[src/rtl/vector_scanner.sv]
// Leading-one scanner: accepts a 32-bit vector and emits one beat per set bit, MSB first.
// Optional beat counter output cnt_out is enabled by defining VECTOR_SCANNER_CNT_EN.
module vector_scanner #(
   parameter int DATA_W = 32,
   parameter int POS_W  = 6
) (
   input  logic              clk,
   input  logic              rst,
   input  logic              in_valid,
   output logic              in_ready,
   input  logic [DATA_W-1:0] in_data,
   output logic              out_valid,
   input  logic              out_ready,
   output logic [POS_W-1:0]  out_pos,
   output logic              out_last,
   output logic              busy
`ifdef VECTOR_SCANNER_CNT_EN
   ,
   output logic [POS_W-1:0]  cnt_out
`endif
);

   typedef enum logic [1:0] {IDLE, SCAN, ZERO} state_t;

   state_t            state;
   logic [DATA_W-1:0] vec;
   logic [DATA_W-1:0] lead_mask;
   logic [POS_W-1:0]  lead_pos;
   logic              single;

   // Priority encoder: the highest set bit wins because it is visited last.
   always_comb begin
      lead_pos  = POS_W'(DATA_W);
      lead_mask = '0;
      for (int i = 0; i < DATA_W; i++) begin
         if (vec[i]) begin
            lead_pos  = POS_W'(DATA_W - 1 - i);
            lead_mask = DATA_W'(1) << i;
         end
      end
   end

   assign single   = (vec != '0) && ((vec & (vec - DATA_W'(1))) == '0);
   assign out_pos  = lead_pos;
   assign out_last = single | (state == ZERO);

   always_ff @(posedge clk) begin
      if (rst) begin
         state     <= IDLE;
         vec       <= '0;
         out_valid <= 1'b0;
         in_ready  <= 1'b1;
         busy      <= 1'b0;
`ifdef VECTOR_SCANNER_CNT_EN
         cnt_out   <= '0;
`endif
      end else begin
         case (state)
            IDLE: begin
               if (in_valid && in_ready) begin
                  vec       <= in_data;
                  out_valid <= 1'b1;
                  in_ready  <= 1'b0;
                  busy      <= 1'b1;
                  state     <= (in_data != '0) ? SCAN : ZERO;
`ifdef VECTOR_SCANNER_CNT_EN
                  cnt_out   <= '0;
`endif
               end
            end
            SCAN: begin
               if (out_ready) begin
                  vec <= vec & ~lead_mask;
`ifdef VECTOR_SCANNER_CNT_EN
                  cnt_out <= cnt_out + POS_W'(1);
`endif
                  if (single) begin
                     state     <= IDLE;
                     out_valid <= 1'b0;
                     in_ready  <= 1'b1;
                     busy      <= 1'b0;
                  end
               end
            end
            ZERO: begin
               // The zero beat carries no set bit, so the counter is left alone.
               if (out_ready) begin
                  state     <= IDLE;
                  out_valid <= 1'b0;
                  in_ready  <= 1'b1;
                  busy      <= 1'b0;
               end
            end
            default: begin
               state     <= IDLE;
               vec       <= '0;
               out_valid <= 1'b0;
               in_ready  <= 1'b1;
               busy      <= 1'b0;
            end
         endcase
      end
   end

endmodule

[config.mk]
export PLATFORM = sky130hd
export DESIGN_NAME = vector_scanner
export DESIGN_NICKNAME = d
export VERILOG_FILES = /design/src/rtl/vector_scanner.sv
export SDC_FILE = /design/constraint.sdc
export NUM_CORES = 1
export LEC_CHECK = 0
export CORE_MARGIN = 3
export CORE_UTILIZATION = 50
export DETAILED_ROUTE_END_ITERATION = 7
export PLACE_DENSITY = 0.85
export SLEW_MARGIN = 25
export SYNTH_ARGS = -nofsm -noshare
export SYNTH_HDL_FRONTEND = slang
export SYNTH_SLANG_ARGS = --single-unit
[constraint.sdc]
create_clock -name clk -period 7.1 [get_ports clk]
set_input_delay 1.775 -clock clk [delete_from_list [all_inputs] [get_ports clk]]
set_output_delay 1.775 -clock clk [all_outputs]
set_load 0.02 [all_outputs]
After elaboration in Yosys (flattened, before gate mapping)
Cells that the tools add are included.
{"block": "totals", "ff_bits": 36, "n_memories": 0, "word_cells": 107, "mem_bits_ro": 0, "latch_bits": 0, "output_inout_bits": 10, "ramBits": 0}
{"block": "op_classes", "addsub": 1, "muxes": 83, "mul": 0, "bitwise_logic": 5, "order_cmp": 0, "shifts": 0, "n_div": 0, "n_eq_ne": 6, "n_reduce_logical": 8}
{"op": "two-way mux 32 bit", "count": 33}
{"op": "two-way mux 6 bit", "count": 32}
{"op": "one-hot mux 32 bit (3 select lines)", "count": 1}
{"op": "bitwise AND 32 bit", "count": 2}
{"op": "nonzero test 32 bit", "count": 2}
{"op": "logical NOT 32 bit", "count": 1}
{"op": "inverter 32 bit", "count": 1}
{"op": "subtractor 32 x 1 -> 32 bit, second input constant", "count": 1}
{"op": "two-way mux 2 bit", "count": 5}
{"op": "two-way mux 1 bit", "count": 9}
{"op": "inequality test 2 bit, second input constant", "count": 4}
{"op": "one-hot mux 1 bit (3 select lines)", "count": 2}
{"op": "one-hot mux 2 bit (3 select lines)", "count": 1}
{"op": "AND reduction 4 bit", "count": 1}
{"op": "AND reduction 3 bit", "count": 1}
{"op": "equality test 2 x 1 -> 1 bit, second input constant", "count": 1}
{"op": "equality test 2 bit, second input constant", "count": 1}
{"op": "logical AND 1 bit", "count": 2}
{"op": "logical NOT 2 bit", "count": 1}
{"op": "inverter 1 bit", "count": 1}
{"op": "bitwise OR 1 bit", "count": 1}

Logic depth before layout (Yosys ltp)
Gate-level depths: netlist (run 1).
{"block": "depth", "depth_word": 36, "mapped_depth": 8, "mapped_depth_nobuf": 7}

Worst setup path before layout (run 1)
OpenSTA, ideal clock, no wires.
{"block": "synth_timing", "path_kind": "reg-to-output", "startpoint": "reg vec[2]", "endpoint": "out out_pos[1]", "required_ns": 5.325, "stages_incl_launch_ff": 8, "setup_slack_ns": 3.230, "t_arrival_ns": 2.095, "cell_sequence": "dfxtp_1 -> clkbuf_1 -> o31a_1 -> o31ai_1 -> a21boi_0 -> o31ai_1 -> a21oi_1 -> o41ai_1"}
{"block": "synth_via", "elab_chain_len": 30}
{"item": "start: declaration", "line": "26", "text": "logic [DATA_W-1:0] vec;"}
{"item": "start signal: assignment", "line": "61", "text": "vec <= in_data;"}
{"item": "start signal: assignment", "line": "73", "text": "vec <= vec & ~lead_mask;"}
{"item": "two-way mux 6 bit (30 in series)", "line": "36", "text": "if (vec[i]) begin"}
{"item": "end: declaration", "line": "14", "text": "output logic [POS_W-1:0] out_pos,"}
Every way passes these cells.

Final worst setup path (run 1)
{"block": "layout_timing", "startpoint": "reg vec[7]", "endpoint": "out out_last"}
{"block": "layout_via", "elab_chain_len": 5, "word_cells_on_any_way": 6}
{"item": "subtractor 32 x 1 -> 32 bit", "line": "43", "text": "assign single = (vec != '0) && ((vec & (vec - DATA_W'(1))) == '0);"}
{"item": "bitwise AND 32 bit", "line": "43"}
{"item": "logical NOT 32 bit", "line": "43"}
{"item": "logical AND 1 bit *", "line": "43"}
{"item": "bitwise OR 1 bit *", "line": "45", "text": "assign out_last = single | (state == ZERO);"}
{"item": "end: declaration", "line": "15", "text": "output logic out_last,"}
Every way passes the cells marked *; elsewhere a longest branch is shown, timed or not.

==> results of run 1 <==
[cells by family after synthesis]
family	count (synthesis)	share of synthesized area (%)
AND/OR/NAND/NOR	170	35.0
buffers and inverters	37	5.80
AO/OA/AOI/OAI	128	31.2
flip-flops	36	27.6
adder cells (fa/ha/maj)	1	0.384
[area by class of cell]
| class | instances | area, um2 |
|---|---|---|
| repair buffers | 48 | 473 |
| fillers | 444 | 1720 |
| clock inverters | 3 | 42.5 |
| clock buffers | 5 | 68.8 |
| flip-flops and latches | 36 | 721 |
| well taps | 67 | 83.8 |
| multi-input cells | 299 | 1750 |
| inverters | 5 | 18.8 |
[worst min path at each step]
stage	start	end	cells past startpoint
global placement	in_ready$_SDFFE_PP1P_	in_ready$_SDFFE_PP1P_	2
detailed placement	in_ready$_SDFFE_PP1P_	in_ready$_SDFFE_PP1P_	2
CTS	in_ready$_SDFFE_PP1P_	in_ready$_SDFFE_PP1P_	2
floorplan	vec[25]$_SDFFE_PP0P_	vec[25]$_SDFFE_PP0P_	2
finish	in_ready$_SDFFE_PP1P_	in_ready$_SDFFE_PP1P_	2
global route	in_ready$_SDFFE_PP1P_	in_ready$_SDFFE_PP1P_	2
[cells in the mapped netlist (4+ instances only)]
cell type	n
a31oi_1	5
a22oi_1	18
inv_1	5
o31ai_1	6
o21ai_0	36
nand3_1	7
clkbuf_1	29
nor2b_1	4
nand2b_1	6
nand2_1	35
nand4_1	4
nor2_1	59
or4_1	7
dfxtp_1	36
nor4_1	18
a21oi_1	34
nor3_1	11
[where the power goes]
| part | leakage [nW] | total [mW] | internal [mW] | switching, mW |
|---|---|---|---|---|
| Clock | 0.0541 | 0.187 | 0.104 | 0.0834 |
| Combinational | 0.772 | 0.331 | 0.138 | 0.193 |
| Sequential | 0.295 | 0.260 | 0.219 | 0.0414 |
[worst reg2reg max path: stages, from the launching register on]
cell and delay (ns):
dfxtp_1 0.41, nor4bb_4 0.31, buf_4 0.38, nor2b_1 0.22, a21oi_1 0.35, o21ai_0 0.27, or3_1 0.47, o21ai_0 0.17
a21oi_1 0.08
[flip-flops by register name, indices dropped and copies added, names as in the netlist]
name and count:
busy 1, in_ready 1, state 2, vec 32
[per-layer routing]
metal	vias to the layer above	GRT usage, %	share of wire [%]	wire length, um
met5	-	0	0	0
met4	0	9.97	2.7	248
met3	34	4.59	13	1170
met2	297	46.6	44	3980
met1	1430	41.4	41	3680
li1	1437	-	-	-
[per-stage QoR]
stage               hold slack, ns  utilization, %  cells
floorplan                    0.518               -    372
global placement             0.471            62.5    455
detailed placement           0.476            62.5    455
CTS                          0.488            64.7    463
global route                 0.531            64.7    463
finish                       0.484            64.7    463
==> flow_summary.ini, run 1 <==
[sta]
skew_ns = 0.00942
worst_pin_slew_ns = 0.927
worst_slew_margin_rel_pct = 38.2
setup_tns_ns = 0
max_freq_mhz = 198
layout_setup_ws_ns = 2.06
fin_crit_sh_pct = 71.0
finalHoldViolations = 0
rsz0062_at_grt = no
finalSetupViolations = 0
drv_slew = 0
layout_min_cycle_time_ns = 5.04

[placement]
dp_slack_ns = 2.44
routabilityCongestion = 1.02
hpwl_um = 6760
io_buffers = 45
place_area_um2 = 3050

[floorplan]
die_area_um2 = 6120
die-height_um = 78.2
coreArea_um2 = 4880
pin_count = 46
start_util_pct = 53.5
die_x_um = 78.2
num_rows = 25

[yosys]
ys_top_cells_by_area = dfxtp_1 28%, nor2_1 8.5%, o21ai_0 6.9%, a21oi_1 6.5%, a22oi_1 5.2%
netlist_instances = 372
syn-cell-area_um2 = 2610
synth_cell_types = 50
ys_ff_latch = 36
synth_nets = 408
ys_async_sr_fraction_pct = 0
yosysWarnings = 0
avgSynthCellArea_um2 = 7.01
yosys.area.top_type = dfxtp_1
yosysSeqAreaShare_pct = 27.6
synth_top_flop_cell = dfxtp_1
synth_edf_count = 0
synth_top_area_share_pct = 27.6

[clock_network]
clk_path_buf_depth = 2
cts_resized = 0
clockRootBuffer = clkbuf_8
clk_latency_ns = 0.30
cts_setup_buffers = 0
cts_hold_buf = 0
clock_sinks = 36
cts_tree = done
cts_made_buffers = 5
cts_max_level = 2
clk_pin_slew_ns = 0.08

[worst_setup_path]
worstPathBufferInverterCount = 1
path_max_fanout = 9
arrival_ns = 3.27
cp-end-kind = primary output
reg2reg_slack_ns = 4.33
path_depth = 8
endpoint = out_last
start_kind = flip-flop
crit_required_ns = 5.33
crit-reg2reg-capture = vec[6]$_SDFFE_PP0P_
worstSetupPathType = flip-flop to primary output
cp_top_family = simple AND/OR/NAND/NOR gates
critPathSlowestCell = clkdlybuf4s50_1
worst_path_largest_cell_delay_ns = 0.60
ff2ff_path_depth = 8
r2r_start = state[0]$_SDFFE_PP0P_
crit_path_frequent_cell = nand2_1
crit_start = vec[7]$_SDFFE_PP0P_
crit_chain = nor4_4 -> nand4_4 -> o41ai_2 -> o2111ai_1 -> nor4_2 -> nand2_1 -> nand2_1 -> clkdlybuf4s50_1

[power_and_ir_drop]
power.density_nw_per_um2 = 246
irDropWorstVdd_v = 0.000125
p_total_mw = 0.779
leakage_nw = 1.12

[routing]
vias_per_cell = 6.91
postRouteAntennaNets = 0
vias = 3198
drtPass1Iterations = 7
totalWireLength_um = 9080
post_drt_wl_per_cell_um = 19.6
drc = 0
drt-initial-drc-count = 584

[grt]
grt_max_degree = 36
grt_pass1_wl_um = 14500
antenna_found_initial = 0
grt_use_total_pct = 29.7
grt_pass1_vias = 2812
gr-total-overflow = 0

[finish]
antenna_cells = 0
area_growth_pct = 21.1
final_common_cell = nor2_1
nets = 431
drive_gt1_share_pct = 6.06
design_area_um2 = 3160
most-common-layout-cells = 59 x nor2_1, 45 x clkdlybuf4s50_1, 36 x o21ai_0, 36 x dfxtp_1, 35 x nand2_1

[run]
drv_cap = 0

[hold_path]
hold_path_class = flip-flop to flip-flop

[run_status]
run_status = finished clean
(Power assumes the default switching activity.)
==> run 2: changes to the inputs <==
clock period = 4.9 ns   (was 7.1 ns; I/O delays follow)
==> run 2 against run 1 <==
  * Sequential share of layout area decreased by 0.12 points
  * Setup slack got worse by 1.7 ns
  * Critical path depth unchanged
  * Clock power increased by 25%
  * Die area unchanged
  * Via count decreased by 0.59%
  * Combinational power increased by 48%
  * First-iteration DRC count decreased by 22%
  * Critical path type unchanged
  * Largest cell class unchanged
==> flow_summary.ini, run 2 (same netlist as run 1, synthesis figures left out) <==
[floorplan]
die-height_um = 78.2
pin_count = 46
num_rows = 25
die_x_um = 78.2
start_util_pct = 53.5
coreArea_um2 = 4880
die_area_um2 = 6120

[placement]
place_inst = 459
dp_slack_ns = 0.742
routabilityCongestion = 1.00
place_area_um2 = 3080
hpwl_um = 6770
io_buffers = 45

[hold_path]
whs_path_depth = 2
hp-start = in_ready$_SDFFE_PP1P_
min_to = in_ready$_SDFFE_PP1P_
hold_path_class = flip-flop to flip-flop

[finish]
regMostFlops = vec
largestRegisters = vec x32, state x2
largest_reg_flops = 32
instances_no_fill = 467
area_growth_pct = 21.7
fillers = 463
most-common-layout-cells = 59 x nor2_1, 45 x clkdlybuf4s50_1, 36 x o21ai_0, 36 x dfxtp_1, 35 x nand2_1
nets = 435
antenna_cells = 0
final_common_cell = nor2_1
drive_gt1_share_pct = 7.00
design_area_um2 = 3180

[worst_setup_path]
cp-end-kind = primary output
start_kind = flip-flop
path_max_fanout = 9
r2r_start = vec[7]$_SDFFE_PP0P_
ff2ff_path_depth = 7
crit_required_ns = 3.67
worstSetupPathType = flip-flop to primary output
crit-reg2reg-capture = busy$_SDFFE_PP0P_
arrival_ns = 3.34
reg2reg_slack_ns = 2.10

[clock_network]
clockRootBuffer = clkbuf_8
cts_hold_buf = 0
cts_max_level = 2
cts_setup_buffers = 0
clk_path_buf_depth = 2
cts_resized = 0
clk_latency_ns = 0.29
clk_pin_slew_ns = 0.08
clock_sinks = 36
cts_made_buffers = 5
cts_tree = done

[power_and_ir_drop]
leakage_nw = 1.13
irDropWorstVdd_v = 0.000197
power.density_nw_per_um2 = 345

[routing]
drtPass1Iterations = 7
drc = 0
drt-initial-drc-count = 458
post_drt_wl_per_cell_um = 19.4
vias = 3179
postRouteAntennaNets = 0
vias_per_cell = 6.81
totalWireLength_um = 9080

[sta]
drv_slew = 0
finalSetupViolations = 0
skew_ns = 0.00258
finalHoldViolations = 0
fin_crit_sh_pct = 93.3
worst_slew_margin_rel_pct = 58.7
rsz0062_at_grt = no
layout_min_cycle_time_ns = 4.57
max_freq_mhz = 219
layout_setup_ws_ns = 0.331
worst_pin_slew_ns = 0.613
setup_tns_ns = 0

[grt]
antenna_found_initial = 0
grt_pass1_wl_um = 14600
grt_pass1_vias = 2880
gr-total-overflow = 0
grt_use_total_pct = 30.1
grt_max_degree = 36

[run]
drv_cap = 0

[run_status]
run_status = finished clean
-- run 2: worst max-delay path by stage --
stage                        startpoint  slack (ns)         end
floorplan           vec[2]$_SDFFE_PP0P_        1.58  out_pos[1]
global placement    vec[7]$_SDFFE_PP0P_        0.85    out_last
detailed placement  vec[7]$_SDFFE_PP0P_        0.74    out_last
CTS                 vec[7]$_SDFFE_PP0P_        0.40    out_last
global route        vec[7]$_SDFFE_PP0P_        0.16    out_last
finish              vec[7]$_SDFFE_PP0P_        0.33    out_last
-- run 2: area by class of cell --
class	count	area (um2)	share of cell area, %
clock buffers	6	82.6	2.60
clock inverters	2	15.0	0.473
inverters	5	18.8	0.591
multi-input cells	299	1750	55.2
flip-flops and latches	36	721	22.7
well taps	67	83.8	2.64
repair buffers	52	503	15.8
-- run 2: power by group --
group | internal [mW] | total [mW] | switching, mW
combinational | 0.204 | 0.490 | 0.286
clock | 0.114 | 0.234 | 0.120
sequential | 0.317 | 0.373 | 0.0559
total | 0.635 | 1.10 | 0.462
-- run 2: worst max-delay path, cell delays in order, from the launching register on --
cell,delay [ns]
dfxtp_1,0.40
nor4_4,0.55
nand4_2,0.30
o32ai_1,0.37
o2111ai_1,0.15
nor3_1,0.48
nand2_1,0.11
nand2_1,0.09
clkdlybuf4s50_1,0.60
-- run 2: layer usage --
metal	vias up	GRT usage (%)	share of wire (%)
met3	47	5.62	12
met5	-	0	0
met2	260	44.2	42
met1	1425	41.9	41
li1	1447	-	-
met4	0	15.0	4.7
-- run 2: through the flow --
stage          hold slack, ns  total power [mW]  utilization (%)
5_1_grt                 0.534              1.15             65.1
6_report                0.493              1.10             65.1
3_5_place_dp            0.482             0.852             63.1
3_3_place_gp            0.471             0.852             63.1
4_1_cts                 0.495              1.08             65.1
2_1_floorplan           0.518             0.682                -
==> run 3: changes to the inputs <==
CORE_UTILIZATION = 29   (was 50)
PLACE_DENSITY = 0.58   (was 0.85)
==> run 3 against run 2 <==
  * Sequential cell count unchanged
  * Clock skew increased by 0.0061 ns
  * Clock power up 11%
  * Worst hold slack got worse by 0.0082 ns
  * Largest power group unchanged
==> flow_summary.ini, run 3 (same netlist as run 1, synthesis figures left out) <==
[power_and_ir_drop]
internal-power_mw = 0.671
seqPwrFrac_pct = 33.2
irDropWorstVdd_v = 0.000160
power.density_nw_per_um2 = 347
power_switching_mw = 0.453
comb_power_share_pct = 43.8
switching_share_pct = 40.3
power.share.clock_pct = 23.0
leakage_nw = 1.14

[finish]
regMostFlops = vec
area_growth_pct = 23.9
drive_gt1_share_pct = 6.75
largestRegisters = vec x32, state x2
instances_no_fill = 505
most-common-layout-cells = 59 x nor2_1, 45 x clkdlybuf4s50_1, 36 x o21ai_0, 36 x dfxtp_1, 35 x nand2_1
antenna_cells = 0
nets = 435
fillers = 883
largest_reg_flops = 32
final_common_cell = nor2_1

[worst_setup_path]
reg2reg_slack_ns = 2.13
worstSetupPathType = flip-flop to primary output
ff2ff_path_depth = 7
start_kind = flip-flop
crit_required_ns = 3.67
cp-end-kind = primary output
r2r_start = vec[7]$_SDFFE_PP0P_
arrival_ns = 3.30
crit-reg2reg-capture = busy$_SDFFE_PP0P_
path_max_fanout = 9

[grt]
grt_use_total_pct = 19.2
grt_max_degree = 35
grt_pass1_vias = 2912
grt_pass1_wl_um = 15500
gr-total-overflow = 0
antenna_found_initial = 0

[clock_network]
clk_latency_ns = 0.29
clk_pin_slew_ns = 0.07
clockRootBuffer = clkbuf_8
cts_made_buffers = 5
cts_setup_buffers = 0
cts_resized = 0
cts_max_level = 2
clk_path_buf_depth = 2
clock_sinks = 36
cts_hold_buf = 0
cts_tree = done

[placement]
io_buffers = 45
dp_slack_ns = 0.733
place_inst = 497
routabilityCongestion = 0.933
hpwl_um = 7590

[sta]
rsz0062_at_grt = no
worst_slew_margin_rel_pct = 53.7
fin_crit_sh_pct = 92.4
max_freq_mhz = 221
layout_setup_ws_ns = 0.373
drv_slew = 0
worst_pin_slew_ns = 0.692
skew_ns = 0.00868
layout_min_cycle_time_ns = 4.53
finalHoldViolations = 0
finalSetupViolations = 0
setup_tns_ns = 0

[routing]
post_drt_wl_per_cell_um = 19.4
drt-initial-drc-count = 377
totalWireLength_um = 9780
postRouteAntennaNets = 0
drc = 0
vias_per_cell = 6.11
drtPass1Iterations = 5
vias = 3088

[hold_path]
hold_path_class = flip-flop to flip-flop
whs_path_depth = 2
min_to = in_ready$_SDFFE_PP1P_
hp-start = in_ready$_SDFFE_PP1P_

[floorplan]
die_area_um2 = 10200
die_x_um = 101
num_rows = 33
start_util_pct = 30.8
coreArea_um2 = 8460
pin_count = 46
die-height_um = 101

[run]
drv_cap = 0

[run_status]
run_status = finished clean
[run 3: changes by cell type in the layout (fill, tap and decap cells not counted), sizes merged]
cell and change:
bufinv +1, clkinv +1, clkinvlp -2
[run 3: area by class of cell]
| class | instances | area, um2 | share of cell area [%] |
|---|---|---|---|
| sequential | 36 | 721 | 22.3 |
| tap | 105 | 131 | 4.06 |
| multi-input combinational | 299 | 1750 | 54.2 |
| clock inverter | 2 | 35.0 | 1.08 |
| timing repair buffer | 52 | 503 | 15.6 |
| inverter | 5 | 18.8 | 0.580 |
| clock buffer | 6 | 72.6 | 2.24 |
[run 3: layer usage]
| metal | routed length, um | global-route usage (%) | vias up |
|---|---|---|---|
| met1 | 4380 | 26.5 | 1436 |
| met4 | 328 | 8.29 | 0 |
| met3 | 612 | 2.08 | 24 |
| li1 | - | - | 1452 |
| met5 | 0 | 0 | - |
| met2 | 4460 | 30.1 | 176 |
[run 3: metrics by stage]
stage	util [%]	area (um2)	total power [mW]	hold slack (ns)
detailed placement	36.9	3130	0.861	0.474
CTS	38.2	3230	1.12	0.486
global route	38.2	3230	1.19	0.503
floorplan	-	2610	0.682	0.518
finish	38.2	3230	1.12	0.484
global placement	36.9	3130	0.865	0.471
[run 3: power by group through the flow]
stage | logic (mW) | clock network [mW] | registers (mW)
after global placement | 0.490 | 0 | 0.375
after global routing | 0.539 | 0.276 | 0.377
after CTS | 0.487 | 0.263 | 0.370
final | 0.492 | 0.259 | 0.373
after detailed placement | 0.484 | 0 | 0.377
after floorplan | 0.340 | 0 | 0.343
[run 3: how the worst max path moves through the flow]
stage | startpoint | endpoint | slack [ns] | cells past startpoint
after CTS | vec[7]$_SDFFE_PP0P_ | out_last | 0.40 | 8
final | vec[7]$_SDFFE_PP0P_ | out_last | 0.37 | 8
after floorplan | vec[2]$_SDFFE_PP0P_ | out_pos[1] | 1.58 | 7
after detailed placement | vec[7]$_SDFFE_PP0P_ | out_last | 0.73 | 8
after global placement | vec[7]$_SDFFE_PP0P_ | out_last | 0.80 | 8
after global routing | vec[7]$_SDFFE_PP0P_ | out_last | 0.18 | 8
[run 3: critical path, stage by stage, from the launching register on]
cell and delay, ns:
dfxtp_1 0.41, nor4_4 0.55, nand4_4 0.25, o41ai_1 0.46
nand4_1 0.17, nor4_2 0.38, nand2_1 0.10, nand2_1 0.07
clkdlybuf4s50_1 0.61
